### config.mk
export PLATFORM = sky130hd
export DESIGN_NAME = spike_packetizer_flat
export DESIGN_NICKNAME = d
export VERILOG_FILES = /design/src/rtl/spike_pkt_pkg.sv /design/src/rtl/spike_packetizer_if.sv /design/src/rtl/spike_pkt_fifo.sv /design/src/rtl/spike_packetizer.sv /design/src/flat_wrapper.sv
export SDC_FILE = /design/constraint.sdc
export NUM_CORES = 2
export LEC_CHECK = 0
export CELL_PAD_IN_SITES_DETAIL_PLACEMENT = 1
export CELL_PAD_IN_SITES_GLOBAL_PLACEMENT = 1
export CORE_MARGIN = 4
export CORE_UTILIZATION = 46
export CTS_CLUSTER_DIAMETER = 100
export DETAILED_ROUTE_END_ITERATION = 8
export GPL_TIMING_DRIVEN = 1
export PLACE_DENSITY = 0.93
export REMOVE_ABC_BUFFERS = 1
export SKIP_LAST_GASP = 1
export SYNTH_ARGS = -nofsm -noshare
export SYNTH_HDL_FRONTEND = slang
export SYNTH_SLANG_ARGS = --single-unit
### constraint.sdc
create_clock -name clk -period 5.5 [get_ports clk]
set_clock_uncertainty 0.05 [all_clocks]
set_input_delay 0.825 -clock clk [delete_from_list [all_inputs] [get_ports clk]]
set_output_delay 0.825 -clock clk [all_outputs]
set_load 0.02 [all_outputs]
### src/rtl/spike_pkt_pkg.sv
// Shared constants, packet field layout and FSM encoding for the spike packetizer.
package spike_pkt_pkg;

   localparam int DEF_NUM_OUTPUTS = 250;
   localparam int DEF_IDX_W       = 8;
   localparam int DEF_FRAME_W     = 15;
   localparam int DEF_FIFO_DEPTH  = 16;

   // pkt_data layout: {eof, frame_no, neuron_idx}
   localparam int PKT_W     = 1 + DEF_FRAME_W + DEF_IDX_W;
   localparam int EOF_BIT   = PKT_W - 1;
   localparam int FRAME_LSB = DEF_IDX_W;
   localparam int IDX_LSB   = 0;

   localparam logic [DEF_IDX_W-1:0] NO_SPIKE_IDX = '1;

   typedef enum logic {
      ST_IDLE = 1'b0,
      ST_SCAN = 1'b1
   } state_t;

endpackage

### src/rtl/spike_packetizer_if.sv
// Frame-in / packet-out handshake bundle of the spike packetizer.
interface spike_packetizer_if #(
   parameter int NUM_OUTPUTS = spike_pkt_pkg::DEF_NUM_OUTPUTS,
   parameter int PW          = spike_pkt_pkg::PKT_W
);
   // A transfer happens on a rising clk edge where valid and ready are both 1;
   // a source holds valid and its payload stable until that edge, and ready
   // may change freely while valid is low.
   logic                   frame_valid;
   logic                   frame_ready;
   logic [NUM_OUTPUTS-1:0] frame_spikes;
   logic                   pkt_valid;
   logic                   pkt_ready;
   logic [PW-1:0]          pkt_data;

   modport master (
      output frame_valid, frame_spikes, pkt_ready,
      input  frame_ready, pkt_valid, pkt_data
   );

   modport slave (
      input  frame_valid, frame_spikes, pkt_ready,
      output frame_ready, pkt_valid, pkt_data
   );
endinterface

### src/rtl/spike_pkt_fifo.sv
// Synchronous FIFO without fall-through; the head entry is read from storage flops.
module spike_pkt_fifo #(
   parameter int WIDTH = 24,
   parameter int DEPTH = 16
) (
   input  logic             clk,
   input  logic             reset,
   input  logic             push,
   input  logic [WIDTH-1:0] wdata,
   input  logic             pop,
   output logic             full,
   output logic             empty,
   output logic [WIDTH-1:0] rdata
);
   localparam int AW = $clog2(DEPTH);

   logic [WIDTH-1:0] mem_q [DEPTH];
   logic [AW-1:0]    wr_ptr_q;
   logic [AW-1:0]    rd_ptr_q;
   logic [AW:0]      count_q;
   logic             do_push;
   logic             do_pop;

   // Push only looks at the registered full flag, so a same-cycle pop never makes room.
   assign full    = (count_q == (AW+1)'(DEPTH));
   assign empty   = (count_q == '0);
   assign do_push = push & ~full;
   assign do_pop  = pop & ~empty;
   assign rdata   = mem_q[rd_ptr_q];

   always_ff @(posedge clk) begin
      if (reset) begin
         for (int i = 0; i < DEPTH; i++) mem_q[i] <= '0;
         wr_ptr_q <= '0;
         rd_ptr_q <= '0;
         count_q  <= '0;
      end else begin
         if (do_push) begin
            mem_q[wr_ptr_q] <= wdata;
            wr_ptr_q        <= wr_ptr_q + AW'(1);
         end
         if (do_pop) rd_ptr_q <= rd_ptr_q + AW'(1);
         case ({do_push, do_pop})
            2'b10:   count_q <= count_q + (AW+1)'(1);
            2'b01:   count_q <= count_q - (AW+1)'(1);
            default: count_q <= count_q;
         endcase
      end
   end

endmodule

### src/rtl/spike_packetizer.sv
// Turns each per-tick output spike vector into {eof, frame_no, neuron_idx} packets,
// lowest neuron index first, one packet per cycle into a small output FIFO.
module spike_packetizer
   import spike_pkt_pkg::*;
#(
   parameter int NUM_OUTPUTS = DEF_NUM_OUTPUTS,
   parameter int IDX_W       = DEF_IDX_W,
   parameter int FRAME_W     = DEF_FRAME_W,
   parameter int FIFO_DEPTH  = DEF_FIFO_DEPTH
) (
   input  logic               clk,
   input  logic               reset,
   spike_packetizer_if.slave  bus,
   output logic               busy,
   output logic [FRAME_W-1:0] frame_count,
   output state_t             state_dbg
);
   localparam int POS_W = $clog2(NUM_OUTPUTS);
   localparam int PW    = 1 + FRAME_W + IDX_W;

   // Bit b holds neuron NUM_OUTPUTS-1-b, so the highest set bit is the lowest index.
   function automatic logic [POS_W-1:0] top_bit(input logic [NUM_OUTPUTS-1:0] v);
      top_bit = '0;
      for (int b = 0; b < NUM_OUTPUTS; b++)
         if (v[b]) top_bit = POS_W'(b);
   endfunction

   state_t                 state_q, state_d;
   logic [NUM_OUTPUTS-1:0] shadow_q;
   logic [NUM_OUTPUTS-1:0] shadow_cleared;
   logic [FRAME_W-1:0]     frame_no_q;
   logic [FRAME_W-1:0]     frame_cnt_q;
   logic [POS_W-1:0]       hit_pos;
   logic [IDX_W-1:0]       hit_idx;
   logic                   pkt_eof;
   logic                   accept;
   logic                   push;
   logic                   fifo_full;
   logic                   fifo_empty;
   logic [PW-1:0]          push_data;
   logic [PW-1:0]          fifo_rdata;

   // An empty shadow yields hit_pos 0 and a zero cleared vector, i.e. the eof-only packet.
   always_comb begin
      hit_pos        = top_bit(shadow_q);
      shadow_cleared = shadow_q & ~({{(NUM_OUTPUTS-1){1'b0}}, 1'b1} << hit_pos);
      pkt_eof        = ~|shadow_cleared;
      hit_idx        = (|shadow_q) ? IDX_W'(NUM_OUTPUTS - 1 - int'(hit_pos)) : NO_SPIKE_IDX;
      push_data      = {pkt_eof, frame_no_q, hit_idx};
   end

   always_ff @(posedge clk) begin
      if (reset) state_q <= ST_IDLE;
      else       state_q <= state_d;
   end

   always_comb begin
      state_d = state_q;
      case (state_q)
         ST_IDLE: if (bus.frame_valid) state_d = ST_SCAN;
         ST_SCAN: if (push && pkt_eof) state_d = ST_IDLE;
         default: state_d = ST_IDLE;
      endcase
   end

   always_comb begin
      bus.frame_ready = (state_q == ST_IDLE);
      accept          = (state_q == ST_IDLE) & bus.frame_valid;
      push            = (state_q == ST_SCAN) & ~fifo_full;
   end

   always_ff @(posedge clk) begin
      if (reset) begin
         shadow_q    <= '0;
         frame_no_q  <= '0;
         frame_cnt_q <= '0;
      end else if (accept) begin
         shadow_q    <= bus.frame_spikes;
         frame_no_q  <= frame_cnt_q;
         frame_cnt_q <= frame_cnt_q + FRAME_W'(1);
      end else if (push) begin
         shadow_q    <= shadow_cleared;
      end
   end

   spike_pkt_fifo #(
      .WIDTH (PW),
      .DEPTH (FIFO_DEPTH)
   ) u_fifo (
      .clk   (clk),
      .reset (reset),
      .push  (push),
      .wdata (push_data),
      .pop   (bus.pkt_ready),
      .full  (fifo_full),
      .empty (fifo_empty),
      .rdata (fifo_rdata)
   );

   assign bus.pkt_valid = ~fifo_empty;
   assign bus.pkt_data  = fifo_rdata;
   assign busy          = (state_q != ST_IDLE) | ~fifo_empty;
   assign frame_count   = frame_cnt_q;
   assign state_dbg     = state_q;

endmodule

### src/flat_wrapper.sv
// flat-port wrapper written by rule: the top's interface ports become plain ports
module spike_packetizer_flat import spike_pkt_pkg::*;
#(
   parameter int NUM_OUTPUTS = DEF_NUM_OUTPUTS,
   parameter int IDX_W       = DEF_IDX_W,
   parameter int FRAME_W     = DEF_FRAME_W,
   parameter int FIFO_DEPTH  = DEF_FIFO_DEPTH
)
  (clk, reset, busy, frame_count, state_dbg, bus_frame_valid, bus_frame_spikes, bus_pkt_ready, bus_frame_ready, bus_pkt_valid, bus_pkt_data);
  spike_packetizer_if #(.NUM_OUTPUTS(NUM_OUTPUTS), .PW((1 + (DEF_FRAME_W) + (DEF_IDX_W)))) bus_i ();
  input  logic clk;
  input  logic reset;
  output logic busy;
  output logic [FRAME_W-1:0] frame_count;
  output state_t state_dbg;
  input wire logic [$bits(bus_i.frame_valid)-1:0] bus_frame_valid;
  input wire logic [$bits(bus_i.frame_spikes)-1:0] bus_frame_spikes;
  input wire logic [$bits(bus_i.pkt_ready)-1:0] bus_pkt_ready;
  output wire logic [$bits(bus_i.frame_ready)-1:0] bus_frame_ready;
  output wire logic [$bits(bus_i.pkt_valid)-1:0] bus_pkt_valid;
  output wire logic [$bits(bus_i.pkt_data)-1:0] bus_pkt_data;
  assign bus_i.frame_valid = bus_frame_valid;
  assign bus_i.frame_spikes = bus_frame_spikes;
  assign bus_i.pkt_ready = bus_pkt_ready;
  assign bus_frame_ready = bus_i.frame_ready;
  assign bus_pkt_valid = bus_i.pkt_valid;
  assign bus_pkt_data = bus_i.pkt_data;
  spike_packetizer #(.NUM_OUTPUTS(NUM_OUTPUTS), .IDX_W(IDX_W), .FRAME_W(FRAME_W), .FIFO_DEPTH(FIFO_DEPTH)) u_core (.clk(clk), .reset(reset), .bus(bus_i), .busy(busy), .frame_count(frame_count), .state_dbg(state_dbg));
endmodule
==> flow_summary.toml, run 1 <==
[run_status]
status = "stopped before the end"
stop_stage = "global routing"
firstError = "[ERROR GRT-0232] Routing congestion too high. Check the congestion heatmap in the GUI."

[clock_tree]
cts.sinks = 682
cts_buffers = 75
clk_path_buf_depth = 3
root_buffer = "clkbuf_16"
ctsHoldBuffers = 0
h-tree-depth = 3

[place]
place_area_sq_um = 46510
place_inst = 5780
dp_hpwl_microns = 165200
gp_congestion = 1.134
buffer_ports.inserted = 296
dp_worst_setup_slack_ns = -1.298

[logic_synthesis]
synth.avg_cell_area_sq_um = 9.404
ys_warn_count = 0
synth_common_cells = "a21oi_1, nand2_1, edfxtp_1"
ys_async_sr_fraction_pct = 0
synthTopCellsByArea = "edfxtp_1, dfxtp_1, mux4_2"
yosysTopAreaCellShare_pct = 31.36
yosys.cell_count.top_type = "a21oi_1"
synth_edf_count = 384
synth_cell_types = 98
ys_seq_area_share_pct = 47.59
synth_top_area_cell = "edfxtp_1"
synth_top_flop_cell = "edfxtp_1"
ys_ff_latch = 682
syn_area_sq_um = 36770
syn_inst = 3910

[grt]
gr-usage-all-layers_pct = 74.71
antenna_found_initial = 67
overflow = 123
grt_max_degree = 162

[floorplanning]
start_util_pct = 46.47
dieHeight_microns = 290.7
fp-row-count = 103
die_w_microns = 290.7
io_pins = 297

[timing]
endpoint_type = "register input"
grt-worst-endpoint = "u_core.u_fifo.mem_q[3][23]$_SDFFCE_PN0P_/D"
==> logic make-up after synthesis <==
kind of cell	share of synthesized area, %
AND/OR/NAND/NOR	21.04
adder cells (fa/ha/maj)	0.4288
AO/OA/AOI/OAI	19.19
buffers and inverters	3.852
XOR/XNOR	0.5241
multiplexers	7.377
flip-flops	47.59
==> metal layers <==
metal	overflow	global-route usage, %
met4	52	70.78
met3	9	62.72
met1	5	74.47
met5	2	43.90
met2	55	89.07
==> through the flow <==
step	utilization [%]	setup TNS (ns)
after floorplan	-	-4235.47
after detailed placement	58.78	-17.82
after CTS	62.93	-0.005665
after global placement	58.77	-18.42
==> repair_timing <==
action                                 in CTS
setup endpoints to repair                  17
pin swaps                                  31
endpoints found under the hold margin       0
resized for setup                         134
setup buffers                              20
==> run 2: changes to the inputs <==
--- a/config.mk
+++ b/config.mk
@@ -5,14 +5,11 @@
 export SDC_FILE = /design/constraint.sdc
 export NUM_CORES = 2
 export LEC_CHECK = 0
-export CELL_PAD_IN_SITES_DETAIL_PLACEMENT = 1
-export CELL_PAD_IN_SITES_GLOBAL_PLACEMENT = 1
 export CORE_MARGIN = 4
-export CORE_UTILIZATION = 46
-export CTS_CLUSTER_DIAMETER = 100
+export CORE_UTILIZATION = 40
 export DETAILED_ROUTE_END_ITERATION = 8
 export GPL_TIMING_DRIVEN = 1
-export PLACE_DENSITY = 0.93
+export PLACE_DENSITY_LB_ADDON = 0.15
 export REMOVE_ABC_BUFFERS = 1
 export SKIP_LAST_GASP = 1
 export SYNTH_ARGS = -nofsm -noshare
==> run 2 against run 1 <==
- the run now ends clean
- area after synthesis unchanged
- synthesized cell count unchanged
==> flow_summary.toml, run 2 <==
[drt]
post_drt_wl_per_cell_microns = 31.21
detail_route.iter0.violations = 4130
drc = 0
wl_microns = 189400
drtPass1Iterations = 6
viasPerCell = 6.125
vias = 37179
drtAntennaViolNets = 0

[grt]
grt_pass1_wl_microns = 266700
antenna_found_initial = 15
overflow = 0
gr-usage-all-layers_pct = 37.89
grt_max_degree = 183
grt_pass1_vias = 36052

[clock_tree]
cts_tree = "done"
clk_pin_slew_ns = 0.06
cts.sinks = 682
clk_path_buf_depth = 3
h-tree-depth = 3
root_buffer = "clkbuf_16"
clkLatencyLatePin_ns = 0.68
cts_buffers = 76

[place]
place_area_sq_um = 46790
dp_hpwl_microns = 145300
buffer_ports.inserted = 296
gp_congestion = 1.113
dp_worst_setup_slack_ns = -0.7278

[timing]
layout_setup_ws_ns = 0.007965
worst_pin_slew_ns = 1.087
hold_viol_final = 0
finalSetupViolCount = 0
max_freq_ghz = 0.1821
period_needed_ns = 5.492
max_slew_margin_pct = 27.54
timing.final.crit_share_pct = 99.86
final_max_slew_viol_count = 0

[floorplanning]
start_util_pct = 40.60
io_pins = 297
core_area_sq_um = 90560
fp-row-count = 110
dieArea_sq_um = 96840
die_w_microns = 311.2
dieHeight_microns = 311.2

[run_status]
status = "finished, final reports clean"

[cells_and_area]
top_register = "u_core.u_fifo.mem_q"
fillers = 8135
num-nets-final = 5095
layout_common_cells = "buf_4, a21oi_1, nand2_1, edfxtp_1, nor2_1"
largestRegisters = "u_core.u_fifo.mem_q x384, u_core.shadow_q x250"
final_common_cell = "buf_4"
largest_reg_flops = 384
area_delta_synth_final_pct = 36.68
drive_gt1_share_pct = 25.43
fin_area_sq_um = 50260

[logic_synthesis]
syn_inst = 3910
ys_async_sr_fraction_pct = 0
synth_top_flop_cell = "edfxtp_1"
yosysTopAreaCellShare_pct = 31.36
synth.avg_cell_area_sq_um = 9.404
ys_warn_count = 0
ys_seq_area_share_pct = 47.59
synth_cell_types = 98
yosys.cell_count.top_type = "a21oi_1"
synth_edf_count = 384
ys_ff_latch = 682
synth_common_cells = "a21oi_1, nand2_1, edfxtp_1"
synthTopCellsByArea = "edfxtp_1, dfxtp_1, mux4_2"
synth_top_area_cell = "edfxtp_1"
syn_area_sq_um = 36770

[setup_path]
endpoint_kind = "register"
reg2reg_depth = 18
critical_path_class = "register to register"
critPathLaunchType = "register"
crit_arrival_ns = 5.92
rrSetupSlack_ns = 0.008
critPathRequiredTime_ns = 5.93
critPathMaxFanout = 16

[power_and_ir_drop]
clock_power_share_pct = 29.9
switching_share_pct = 34.82
leakagePower_nw = 18.88
peakVddDrop_mv = 0.2553
p_int_w = 0.01112
seqPwrFrac_pct = 34.4
p_per_area_nw_per_um2 = 339.3
combPwrFrac_pct = 35.6
netSwitchingPower_w = 0.005938

[worst_hold_path]
hold_depth = 2
hold_class = "register to register"

[run]
max_cap_viol_count = 0
==> run 2: cell counts after synthesis <==
No cell type changed its count.
==> run 2: kinds of logic (layout without fill, tap and decap cells) <==
| logic type | count (synthesis) | in the layout | share of synthesized area, % |
|---|---|---|---|
| AOI/OAI and AO/OA | 1190 | 1190 | 19.19 |
| xor gates and xnor gates | 22 | 22 | 0.5241 |
| adders and majority gates | 12 | 12 | 0.4288 |
| buffers and inverters | 360 | 1338 | 3.852 |
| DFF | 682 | 682 | 47.59 |
| muxes | 121 | 121 | 7.377 |
| other | 0 | 6 | 0 |
| and+or+nand+nor | 1523 | 1523 | 21.04 |
==> run 2: timing repair <==
item	in CTS	in global routing
setup buffers	6	12
endpoints found under the setup margin	17	17
hold buffers	0	0
cloned	1	0
gates resized for setup	69	93
pin swaps	9	40
==> run 2: per-stage QoR <==
step	utilization (%)	hold WS (ns)	cells	setup TNS (ns)	total power [W]
global route	55.48	0.4628	6064	-0.2468	0.01756
global placement	51.67	0.4161	5908	-12.13	0.01177
finish	55.49	0.4540	6070	0	0.01705
CTS	54.86	0.4464	6052	0	0.01690
detailed placement	51.67	0.4401	5908	-10.95	0.01174
floorplan	-	0.3888	3620	-4235.47	0.008591
==> run 2: power by group through the flow <==
stage | logic, W | clock network [W] | registers, W
2_1_floorplan | 0.00251 | 0 | 0.00608
3_3_place_gp | 0.00580 | 0 | 0.00597
3_5_place_dp | 0.00576 | 0 | 0.00597
4_1_cts | 0.00586 | 0.00517 | 0.00587
5_1_grt | 0.00628 | 0.00538 | 0.00590
6_report | 0.00608 | 0.00510 | 0.00587
==> run 2: area by class of cell <==
class,instances,area [sq um],share of cell area (%)
sequential,682,17510,34.84
timing repair buffer,1131,9794,19.49
multi-input combinational,2868,18700,37.22
inverter,70,267.8,0.5328
antenna,6,15.01,0.02988
clock buffer,111,2155,4.287
clock inverter,26,341.6,0.6797
tap,1176,1471,2.928
==> run 2: path summary, 6_finish.rpt <==
kind,start,endpoint
worst min register to register,u_core.shadow_q[43],u_core.shadow_q[43]
worst max register to register,u_core.shadow_q[132],u_core.u_fifo.mem_q[7][23]
worst min-delay path,u_core.shadow_q[43],u_core.shadow_q[43]
worst max-delay path,u_core.shadow_q[132],u_core.u_fifo.mem_q[7][23]
==> run 2: worst max-delay path, stage by stage, from the launching register on <==
cell	delay, ns
dfxtp_1	0.31
or4_1	0.56
a21bo_1	0.24
a221oi_2	0.27
buf_4	0.22
o211ai_1	0.20
o211ai_1	0.34
and2_4	0.22
buf_4	0.16
o21ai_1	0.12
buf_4	0.19
nor3_4	0.29
a21boi_1	0.20
nor4_2	0.41
nand4_1	0.14
or4_1	0.52
or3_4	0.42
buf_12	0.19
nor4_2	0.26
==> run 2: metal layers <==
layer / wire length (microns) / vias up / GRT usage (%) / share of wire, %
met2: 87610 / 2065 / 61.64 / 46
met3: 15760 / 469 / 7.153 / 8.3
met1: 74530 / 18223 / 48.71 / 39
met4: 11470 / 10 / 18.47 / 6.1
li1: - / 16412 / - / -
met5: 65 / - / 0 / 0.034
(Power assumes the default switching activity.)
